--- src/rtl/rnbip_pkg.sv ---
// Shared types and the opcode decoder used by the RNBIP decode/execute hazard logic.
// Maps each opcode onto the register masks it reads and writes, plus its control-transfer class.
package rnbip_pkg;

  typedef enum logic [1:0] {
    ST_RUN     = 2'd0,
    ST_STALL   = 2'd1,
    ST_RESOLVE = 2'd2,
    ST_FLUSH   = 2'd3
  } ctrl_state_e;

  typedef struct packed {
    logic [7:0] src;
    logic [7:0] dst;
    logic       uncond;
    logic       cond;
  } hz_dec_t;

  // Opcode classes are opcode[7:3]; opcode[2:0] names the register rn.
  localparam logic [4:0] CLS_SYS = 5'b00000;
  localparam logic [4:0] CLS_JC0 = 5'b00001;
  localparam logic [4:0] CLS_MVD = 5'b00010;
  localparam logic [4:0] CLS_MVS = 5'b00011;
  localparam logic [4:0] CLS_NOT = 5'b00100;
  localparam logic [4:0] CLS_JC1 = 5'b00101;
  localparam logic [4:0] CLS_JC2 = 5'b00110;
  localparam logic [4:0] CLS_JC3 = 5'b00111;
  localparam logic [4:0] CLS_INC = 5'b01000;
  localparam logic [4:0] CLS_JC4 = 5'b01001;
  localparam logic [4:0] CLS_DCR = 5'b01010;
  localparam logic [4:0] CLS_MVI = 5'b01011;
  localparam logic [4:0] CLS_STA = 5'b01100;
  localparam logic [4:0] CLS_PSH = 5'b01101;
  localparam logic [4:0] CLS_LDA = 5'b01110;
  localparam logic [4:0] CLS_POP = 5'b01111;

  localparam logic [7:0] OP_RLA = 8'h01;
  localparam logic [7:0] OP_RRA = 8'h02;
  localparam logic [7:0] R0_MASK = 8'h01;

  function automatic hz_dec_t hz_decode(input logic [7:0] opcode);
    hz_dec_t    d;
    logic [7:0] rn_m;
    logic [7:0] one;
    logic       rn_nz;
    d     = '0;
    one   = 8'h01;
    rn_m  = one << opcode[2:0];
    rn_nz = |opcode[2:0];
    if (opcode[7]) begin
      if (opcode[3]) begin
        d.src = rn_m;
        d.dst = rn_m;
      end else begin
        d.src = R0_MASK | rn_m;
        d.dst = R0_MASK;
      end
    end else begin
      case (opcode[7:3])
        CLS_INC, CLS_DCR, CLS_NOT: begin
          d.src = rn_m;
          d.dst = rn_m;
        end
        // rn==0 encodings of MVD/MVS are CLR and RSP, both writing only R0.
        CLS_MVD: begin
          d.src = rn_nz ? R0_MASK : 8'h00;
          d.dst = rn_nz ? rn_m : R0_MASK;
        end
        CLS_MVS: begin
          d.src = rn_nz ? rn_m : 8'h00;
          d.dst = R0_MASK;
        end
        CLS_MVI: d.dst = rn_m;
        CLS_STA: d.src = rn_nz ? (R0_MASK | rn_m) : 8'h00;
        CLS_PSH: d.src = rn_m;
        CLS_LDA, CLS_POP: d.dst = rn_nz ? rn_m : 8'h00;
        CLS_SYS: begin
          if (opcode == OP_RLA || opcode == OP_RRA) begin
            d.src = R0_MASK;
            d.dst = R0_MASK;
          end
          d.uncond = (opcode[2:0] >= 3'd3);
        end
        CLS_JC0, CLS_JC1, CLS_JC2, CLS_JC3, CLS_JC4: d.cond = 1'b1;
        default: d = '0;
      endcase
    end
    return d;
  endfunction

endpackage

--- src/rtl/hz_scoreboard.sv ---
// In-flight destination tracker: one stage per pipeline slot after issue.
// The last stage writes back this cycle and so is excluded from the hazard compare.
module hz_scoreboard
  import rnbip_pkg::*;
#(
  parameter int SB_DEPTH = 3
) (
  input  logic       clk,
  input  logic       rst,
  input  logic       push_valid,
  input  logic [7:0] push_dst,
  input  logic [7:0] src,
  output logic       hazard
);

  logic       valid_reg [SB_DEPTH];
  logic [7:0] dst_reg   [SB_DEPTH];
  logic [7:0] busy;

  always_ff @(posedge clk or posedge rst) begin
    if (rst) begin
      for (int i = 0; i < SB_DEPTH; i++) begin
        valid_reg[i] <= 1'b0;
        dst_reg[i]   <= 8'h00;
      end
    end else begin
      valid_reg[0] <= push_valid;
      dst_reg[0]   <= push_valid ? push_dst : 8'h00;
      for (int i = 1; i < SB_DEPTH; i++) begin
        valid_reg[i] <= valid_reg[i-1];
        dst_reg[i]   <= dst_reg[i-1];
      end
    end
  end

  always_comb begin
    busy = 8'h00;
    for (int i = 0; i < SB_DEPTH - 1; i++) begin
      if (valid_reg[i]) busy = busy | dst_reg[i];
    end
  end

  assign hazard = |(src & busy);

endmodule

--- src/rtl/pipe_hazard_ctrl.sv ---
// Decode-to-execute issue sequencer: stalls on register hazards, resolves
// conditional transfers on the EX flag and squashes wrong-path fetches.
module pipe_hazard_ctrl
  import rnbip_pkg::*;
#(
  parameter int SB_DEPTH  = 3,
  parameter int FLUSH_CYC = 2,
  parameter int CNT_W     = 16
) (
  input  logic             clk,
  input  logic             rst,
  input  logic             id_valid,
  input  logic [7:0]       id_opcode,
  input  logic             flag_valid,
  input  logic             flag_taken,
  output logic             id_issue,
  output logic             pc_hold,
  output logic             ex_bubble,
  output logic             flush_ifid,
  output logic [1:0]       ctrl_state,
  output logic [CNT_W-1:0] stall_cnt
);

  localparam logic [2:0] FLUSH_INIT = 3'(FLUSH_CYC);

  ctrl_state_e      state_reg, state_next;
  logic [2:0]       flush_cnt_reg, flush_cnt_next;
  logic [CNT_W-1:0] stall_cnt_reg;
  hz_dec_t          dec;
  logic             sb_hazard, hazard, can_issue, issue;

  assign dec    = hz_decode(id_opcode);
  assign hazard = id_valid & sb_hazard;

  hz_scoreboard #(.SB_DEPTH(SB_DEPTH)) u_sb (
    .clk        (clk),
    .rst        (rst),
    .push_valid (issue),
    .push_dst   (dec.dst),
    .src        (dec.src),
    .hazard     (sb_hazard)
  );

  always_comb begin
    state_next     = state_reg;
    flush_cnt_next = flush_cnt_reg;
    can_issue      = (state_reg == ST_RUN) || (state_reg == ST_STALL);
    issue          = id_valid & can_issue & ~hazard & ~rst;
    id_issue       = issue;
    ex_bubble      = ~issue & ~rst;
    pc_hold        = ~rst & ((state_reg == ST_RESOLVE) || (can_issue && hazard));
    flush_ifid     = ~rst & (state_reg == ST_FLUSH);
    case (state_reg)
      // Hazard outranks the transfer; a held transfer is re-examined when it finally issues.
      ST_RUN, ST_STALL: begin
        if (issue && dec.uncond) begin
          state_next     = ST_FLUSH;
          flush_cnt_next = FLUSH_INIT;
        end else if (issue && dec.cond) begin
          state_next = ST_RESOLVE;
        end else if (hazard) begin
          state_next = ST_STALL;
        end else begin
          state_next = ST_RUN;
        end
      end
      ST_RESOLVE: begin
        if (flag_valid) begin
          state_next     = flag_taken ? ST_FLUSH : ST_RUN;
          flush_cnt_next = flag_taken ? FLUSH_INIT : flush_cnt_reg;
        end
      end
      ST_FLUSH: begin
        flush_cnt_next = flush_cnt_reg - 3'd1;
        if (flush_cnt_reg <= 3'd1) state_next = ST_RUN;
      end
      default: state_next = ST_RUN;
    endcase
  end

  always_ff @(posedge clk or posedge rst) begin
    if (rst) begin
      state_reg     <= ST_RUN;
      flush_cnt_reg <= 3'd0;
      stall_cnt_reg <= '0;
    end else begin
      state_reg     <= state_next;
      flush_cnt_reg <= flush_cnt_next;
      if (pc_hold && !(&stall_cnt_reg)) stall_cnt_reg <= stall_cnt_reg + 1'b1;
    end
  end

  assign ctrl_state = state_reg;
  assign stall_cnt  = stall_cnt_reg;

endmodule

--- config.mk ---
export PLATFORM = sky130hd
export DESIGN_NAME = pipe_hazard_ctrl
export DESIGN_NICKNAME = d
export VERILOG_FILES = /design/src/rtl/rnbip_pkg.sv /design/src/rtl/hz_scoreboard.sv /design/src/rtl/pipe_hazard_ctrl.sv
export SDC_FILE = /design/constraint.sdc
export NUM_CORES = 1
export LEC_CHECK = 0
export ABC_AREA = 1
export ABC_CLOCK_PERIOD_IN_PS = 4740
export CAP_MARGIN = 20
export CORE_ASPECT_RATIO = 0.8
export CORE_MARGIN = 3
export CORE_UTILIZATION = 55
export DETAILED_ROUTE_END_ITERATION = 6
export PLACE_DENSITY_LB_ADDON = 0.2
export SYNTH_ARGS = -nofsm -noshare
export SYNTH_HDL_FRONTEND = slang
export SYNTH_SLANG_ARGS = --single-unit
--- constraint.sdc ---
create_clock -name clk -period 4.74 [get_ports clk]
set_clock_uncertainty 0.2 [all_clocks]
set_input_delay 0.711 -clock clk [delete_from_list [all_inputs] [get_ports clk]]
set_output_delay 0.711 -clock clk [all_outputs]
set_load 0.05 [all_outputs]
==> After elaboration in Yosys (flattened, before gate mapping) <==
Index checks and enable logic that the tools add are counted.
{ "classes": {"n_addsub": 2, "multipliers": 0, "n_div": 0, "order_cmp": 2, "n_eq_ne": 24, "shift": 1, "n_mux": 26, "bitwise_logic": 12, "n_reduce_logical": 20} }
{ "op_table": {"columns": ["operator", "n"], "rows": [
  ["$pmux 8 s5", 2],
  ["$mux 8", 6],
  ["$eq 5x4->1 const B", 8],
  ["$eq 5x3->1 const B", 4],
  ["$mux 9", 2],
  ["$add 16x1->16 const B", 1],
  ["$mux 16", 1],
  ["$reduce_and 16->1", 1],
  ["$mux 2", 6],
  ["$eq 5x2->1 const B", 2],
  ["$mux 3", 3],
  ["$pmux 3 s3", 1],
  ["$and 8x8->8", 1],
  ["$eq 8x1->1 const B", 1],
  ["$eq 8x2->1 const B", 1],
  ["$or 8x8->8", 1],
  ["$reduce_or 4->1", 2],
  ["$reduce_or 8->1", 1],
  ["$shl 1x3->8 const A", 1],
  ["$and 1x1->1", 7],
  ["$ne 2x2->1 const B", 3],
  ["$pmux 2 s3", 1],
  ["$eq 5x1->1 const B", 1],
  ["$logic_not 5->1", 1],
  ["other kinds (17)", 29]
]} }
{ "word_totals": {"reg_bits": 39, "latch_bits": 0, "ram_bits": 0, "romBits": 0, "input_bits": 13, "word_cells": 94, "mem_count": 0} }

==> Longest topological paths before layout <==
{ "logic_depth": {"word_depth": 15, "ltp_mapped": 16, "mapped_depth_nobuf": 15} }

==> Cells and area by module <==
A second synthesis with hierarchy kept.
{ "hier_totals": {"cells_unflattened": 368, "hier_area_um2": 2533.7} }
{ "modules_own_cells": {"columns": ["mod", "instances", "cells_per_inst", "area_each_um2", "seq_area_each_um2"], "rows": [
  ["pipe_hazard_ctrl", 1, 291, 1859.3, 525.5],
  ["hz_scoreboard", 1, 77, 674.4, 450.4]
]} }

==> Worst setup path after synthesis <==
OpenSTA, ideal clock, no wires.
{ "synth_path": {"path_kind": "input to output", "startpoint": "input id_opcode[1]", "endpoint": "output pc_hold", "arrival_ns": 2.507, "t_required_ns": 3.829, "setup_slack_ns": 1.322, "path_stages": 9, "n_path_buf": 0, "cell_sequence": "inv_1 -> nand2_1 -> nor2_2 -> nor3_1 -> a21oi_1 -> nand2_2 -> nand2_2 -> nand2_2 -> a21boi_0"} }
{ "synth_between": {"elab_chain_len": 11, "elab_cells_between_ends": 18, "cone_classes": "eq/ne: 2; shift: 1; mux: 7; bitwise: 3; reduce/logical: 5"} }
{ "synth_lines": {"columns": ["element", "line_no", "source"], "rows": [
  ["from (decl)", "pipe_hazard_ctrl.sv:13", "input logic [7:0] id_opcode,"],
  ["$eq 8x1->1 / $eq 8x2->1 (equally long branches)", "rnbip_pkg.sv:78", "if (opcode == OP_RLA || opcode == OP_RRA) begin"],
  ["$logic_or 1x1->1", "rnbip_pkg.sv:78", null],
  ["$mux 9", "rnbip_pkg.sv:78", null],
  ["$pmux 8 s5", "rnbip_pkg.sv:59", "case (opcode[7:3])"],
  ["$mux 16 *", "rnbip_pkg.sv:50", "if (opcode[7]) begin"],
  ["$and 8x8->8 *", "hz_scoreboard.sv:43", "assign hazard = |(src & busy);"],
  ["$reduce_or 8->1 *", "hz_scoreboard.sv:43", null],
  ["$and 1x1->1 *", "pipe_hazard_ctrl.sv:33", "assign hazard = id_valid & sb_hazard;"],
  ["$logic_and 1x1->1 *", "pipe_hazard_ctrl.sv:51", "pc_hold = ~rst & ((state_reg == ST_RESOLVE) || (can_issue && hazard));"],
  ["$logic_or 1x1->1 *", "pipe_hazard_ctrl.sv:51", null],
  ["$and 1x1->1 *", "pipe_hazard_ctrl.sv:51", null],
  ["to (decl)", "pipe_hazard_ctrl.sv:17", "output logic pc_hold,"]
]} }
Every way passes the cells marked *; elsewhere a longest branch is shown, timed or not.

==> Worst setup path after layout <==
{ "layout_path": {"startpoint": "input id_opcode[3]", "endpoint": "output pc_hold"} }
The elaborated chain is that of the path after synthesis.

==> impl_metrics.yaml <==
synthesis:
  syn_avg_cell_area_um2: 7.53
  yosys-top-cells-area: "dfrtp_1 (43%), nand2_1 (19%), nor2_1 (5.1%), o21ai_2 (3.9%), inv_1 (3.8%)"
  yosysUniqueCellTypes: 32
  syn_inst: 302
  synth_area_um2: 2270
  synth_top_area_share_pct: 42.9
  seq_area_frac_synth_pct: 42.9
  yosys.area.top_type: "dfrtp_1"
  ys.warnings.count: 0
  ys_seq_elements: 39
  synth.net_count: 318
timing:
  holdWs_ps: 175
  layout_min_cycle_time_ps: 4050
  rsz0062_at_grt: "false"
  max_slew_margin_pct: 64.6
  post-route-period-util_pct: 85.4
  hold_viol_final: 0
  fin_tns_setup_ps: 0
  setup_viol: 0
  drv_slew: 0
  worstMarginPinSlew_ps: 529
  max_freq_mhz: 247
die:
  io-pin-count: 35
  core_area_um2: 3880
  die_y_um: 63.5
  start_util_pct: 58.6
  dieArea_um2: 4950
  rows: 20
  die_w_um: 77.9
power_and_ir_drop:
  pwr-share-comb_pct: 41.1
  switching_share_pct: 42.3
  ir_worst_vdd_mv: 0.287
  pwr-share-seq_pct: 36.2
  clkPwrFrac_pct: 22.6
  p_int_uw: 713
  power.density_nw_per_um2: 447
  p_leak_uw: 0.00131
  p_switching_uw: 523
layout:
  final_core_util_pct: 71.3
  nets: 356
  final_layout_size_suffix_gt1_share_pct: 10.9
  area_growth_pct: 21.5
  n_antenna_cell: 0
  layout_commonest_cell: "nand2_1"
  layout_common_cells: "nand2_1 (115), dfrtp_1 (39), clkdlybuf4s50_1 (33), nor2_1 (31), inv_1 (23)"
detailed_routing:
  wl_per_cell_um: 12.0
  viasPerCell: 5.06
  drtIter0Drc: 238
  dr.pass1.iters: 4
  drc: 0
  drtAntennaViolNets: 0
  drt_wl_total_um: 4730
  vias: 2004
grt:
  grt_first_pass_wirelength_um: 8560
  gr-total-overflow: 0
  grt_max_degree: 41
  grt.total_usage_pct: 21.8
  antenna_found_initial: 0
  first_global_vias: 1884
clock_tree:
  post_cts_resized: 0
  ctsHoldBuffers: 0
  worst_skew_pair.late_latency_ps: 300
  clock-root-buffer: "clkbuf_8"
  clock-sinks: 39
  cts_tree: "done"
  postCtsSetupBuffers: 0
  htreeDepth: 2
  clk_pin_slew_ps: 80
  cts_buffers: 5
  clockBufferDepth: 2
critical_path:
  critPathLaunchType: "input port"
  path_class: "input port to output port"
  critPathRequiredTime_ps: 3830
  cp_max_fo: 5
  end_kind: "output port"
  arrival_ps: 3140
placed_design:
  hpwl_um: 3560
  gp_congestion: 0.855
  port_buffers: 34
run:
  cap_violations: 0
hold_path:
  min_path_type: "flop to flop"
outcome:
  status: "finished, final reports clean"
==> per-stage QoR <==
| step | std cells | power [uW] | instance area, um^2 | worst slack [ps] |
|---|---|---|---|---|
| 2_1_floorplan | 302 | 821 | 2270 | 1320 |
| 3_3_place_gp | 388 | 953 | 2650 | 763 |
| 3_5_place_dp | 388 | 963 | 2650 | 768 |
| 4_1_cts | 396 | 1240 | 2760 | 740 |
| 5_1_grt | 396 | 1320 | 2760 | 545 |
| 6_report | 396 | 1240 | 2760 | 693 |
==> cell type report <==
| class | count | area (um^2) |
|---|---|---|
| fillers | 311 | 1110 |
| multi-input cells | 232 | 1150 |
| clock buffers | 5 | 68.8 |
| flip-flops and latches | 39 | 976 |
| inverters | 27 | 106 |
| well taps | 55 | 68.8 |
| clock inverters | 3 | 43.8 |
| repair buffers | 35 | 345 |
==> worst max-delay path, stage by stage <==
cell	delay, ps
clkdlybuf4s50_1	520
nor2_2	200
nand2_1	80
nor2_2	160
nand3b_1	150
nand3_2	100
nand2_2	60
nand2_2	70
nand2_2	60
a21boi_0	190
clkdlybuf4s50_1	840
==> synth_stat cells <==
master    count
inv_2         3
nand3_2       1
clkbuf_2      1
nand2_2       6
buf_12        1
nor4_1        1
o31ai_1       1
o211ai_1      1
nand3_1      14
a31oi_1       1
inv_6         1
xnor2_1       8
nor2_4        1
buf_4         1
xor2_1        7
nor2_2        3
inv_1        23
nand3b_1      1
o21ai_2      10
nand3_4       1
buf_2         1
o21ai_0       6
a21boi_0      1
ha_1          3
nand4_1       7
nand2_1     115
nor3_1        7
a21oi_1       4
nor2_1       31
nor3b_1       1
dfrtp_1      39
or2_2         1
==> cell families (layout without fill, tap and decap cells) <==
family / count (synthesis) / in the layout / synth area share [%]
AO/OA/AOI/OAI: 24 / 24 / 7.32
XOR/XNOR: 15 / 15 / 5.78
adder cells (fa/ha/maj): 3 / 3 / 1.65
buffers and inverters: 31 / 70 / 6.33
flip-flops: 39 / 39 / 42.9
AND/OR/NAND/NOR: 190 / 190 / 36.0
==> worst paths after layout <==
check                                   endpoint  slack, ps        startpoint  cells after the start
worst min register to register  u_sb.dst_reg[12]        180  u_sb.dst_reg[20]                      0
worst min-delay path            u_sb.dst_reg[12]        180  u_sb.dst_reg[20]                      0
worst max-delay path                     pc_hold        690      id_opcode[3]                     11
min in group asynchronous          stall_cnt[13]        760               rst                      3
max in group asynchronous       u_sb.dst_reg[13]       3240               rst                      3
worst max register to register     stall_cnt[11]       2530      stall_cnt[0]                     10
==> power groups by stage <==
| stage | Clock [uW] | Combinational, uW | Sequential (uW) |
|---|---|---|---|
| 6_report | 280 | 509 | 448 |
| 5_1_grt | 302 | 558 | 457 |
| 4_1_cts | 286 | 512 | 446 |
| 3_5_place_dp | 0 | 511 | 452 |
| 3_3_place_gp | 0 | 502 | 451 |
| 2_1_floorplan | 0 | 254 | 566 |
==> routing by layer <==
| metal | track usage, % | vias up | wire [um] |
|---|---|---|---|
| met5 | 0 | - | 0 |
| met1 | 32.1 | 910 | 2350 |
| met2 | 30.8 | 55 | 1980 |
| met3 | 4.43 | 8 | 308 |
| li1 | - | 1031 | - |
| met4 | 10.0 | 0 | 93 |
Note: power is estimated with default switching activity, not from simulation.
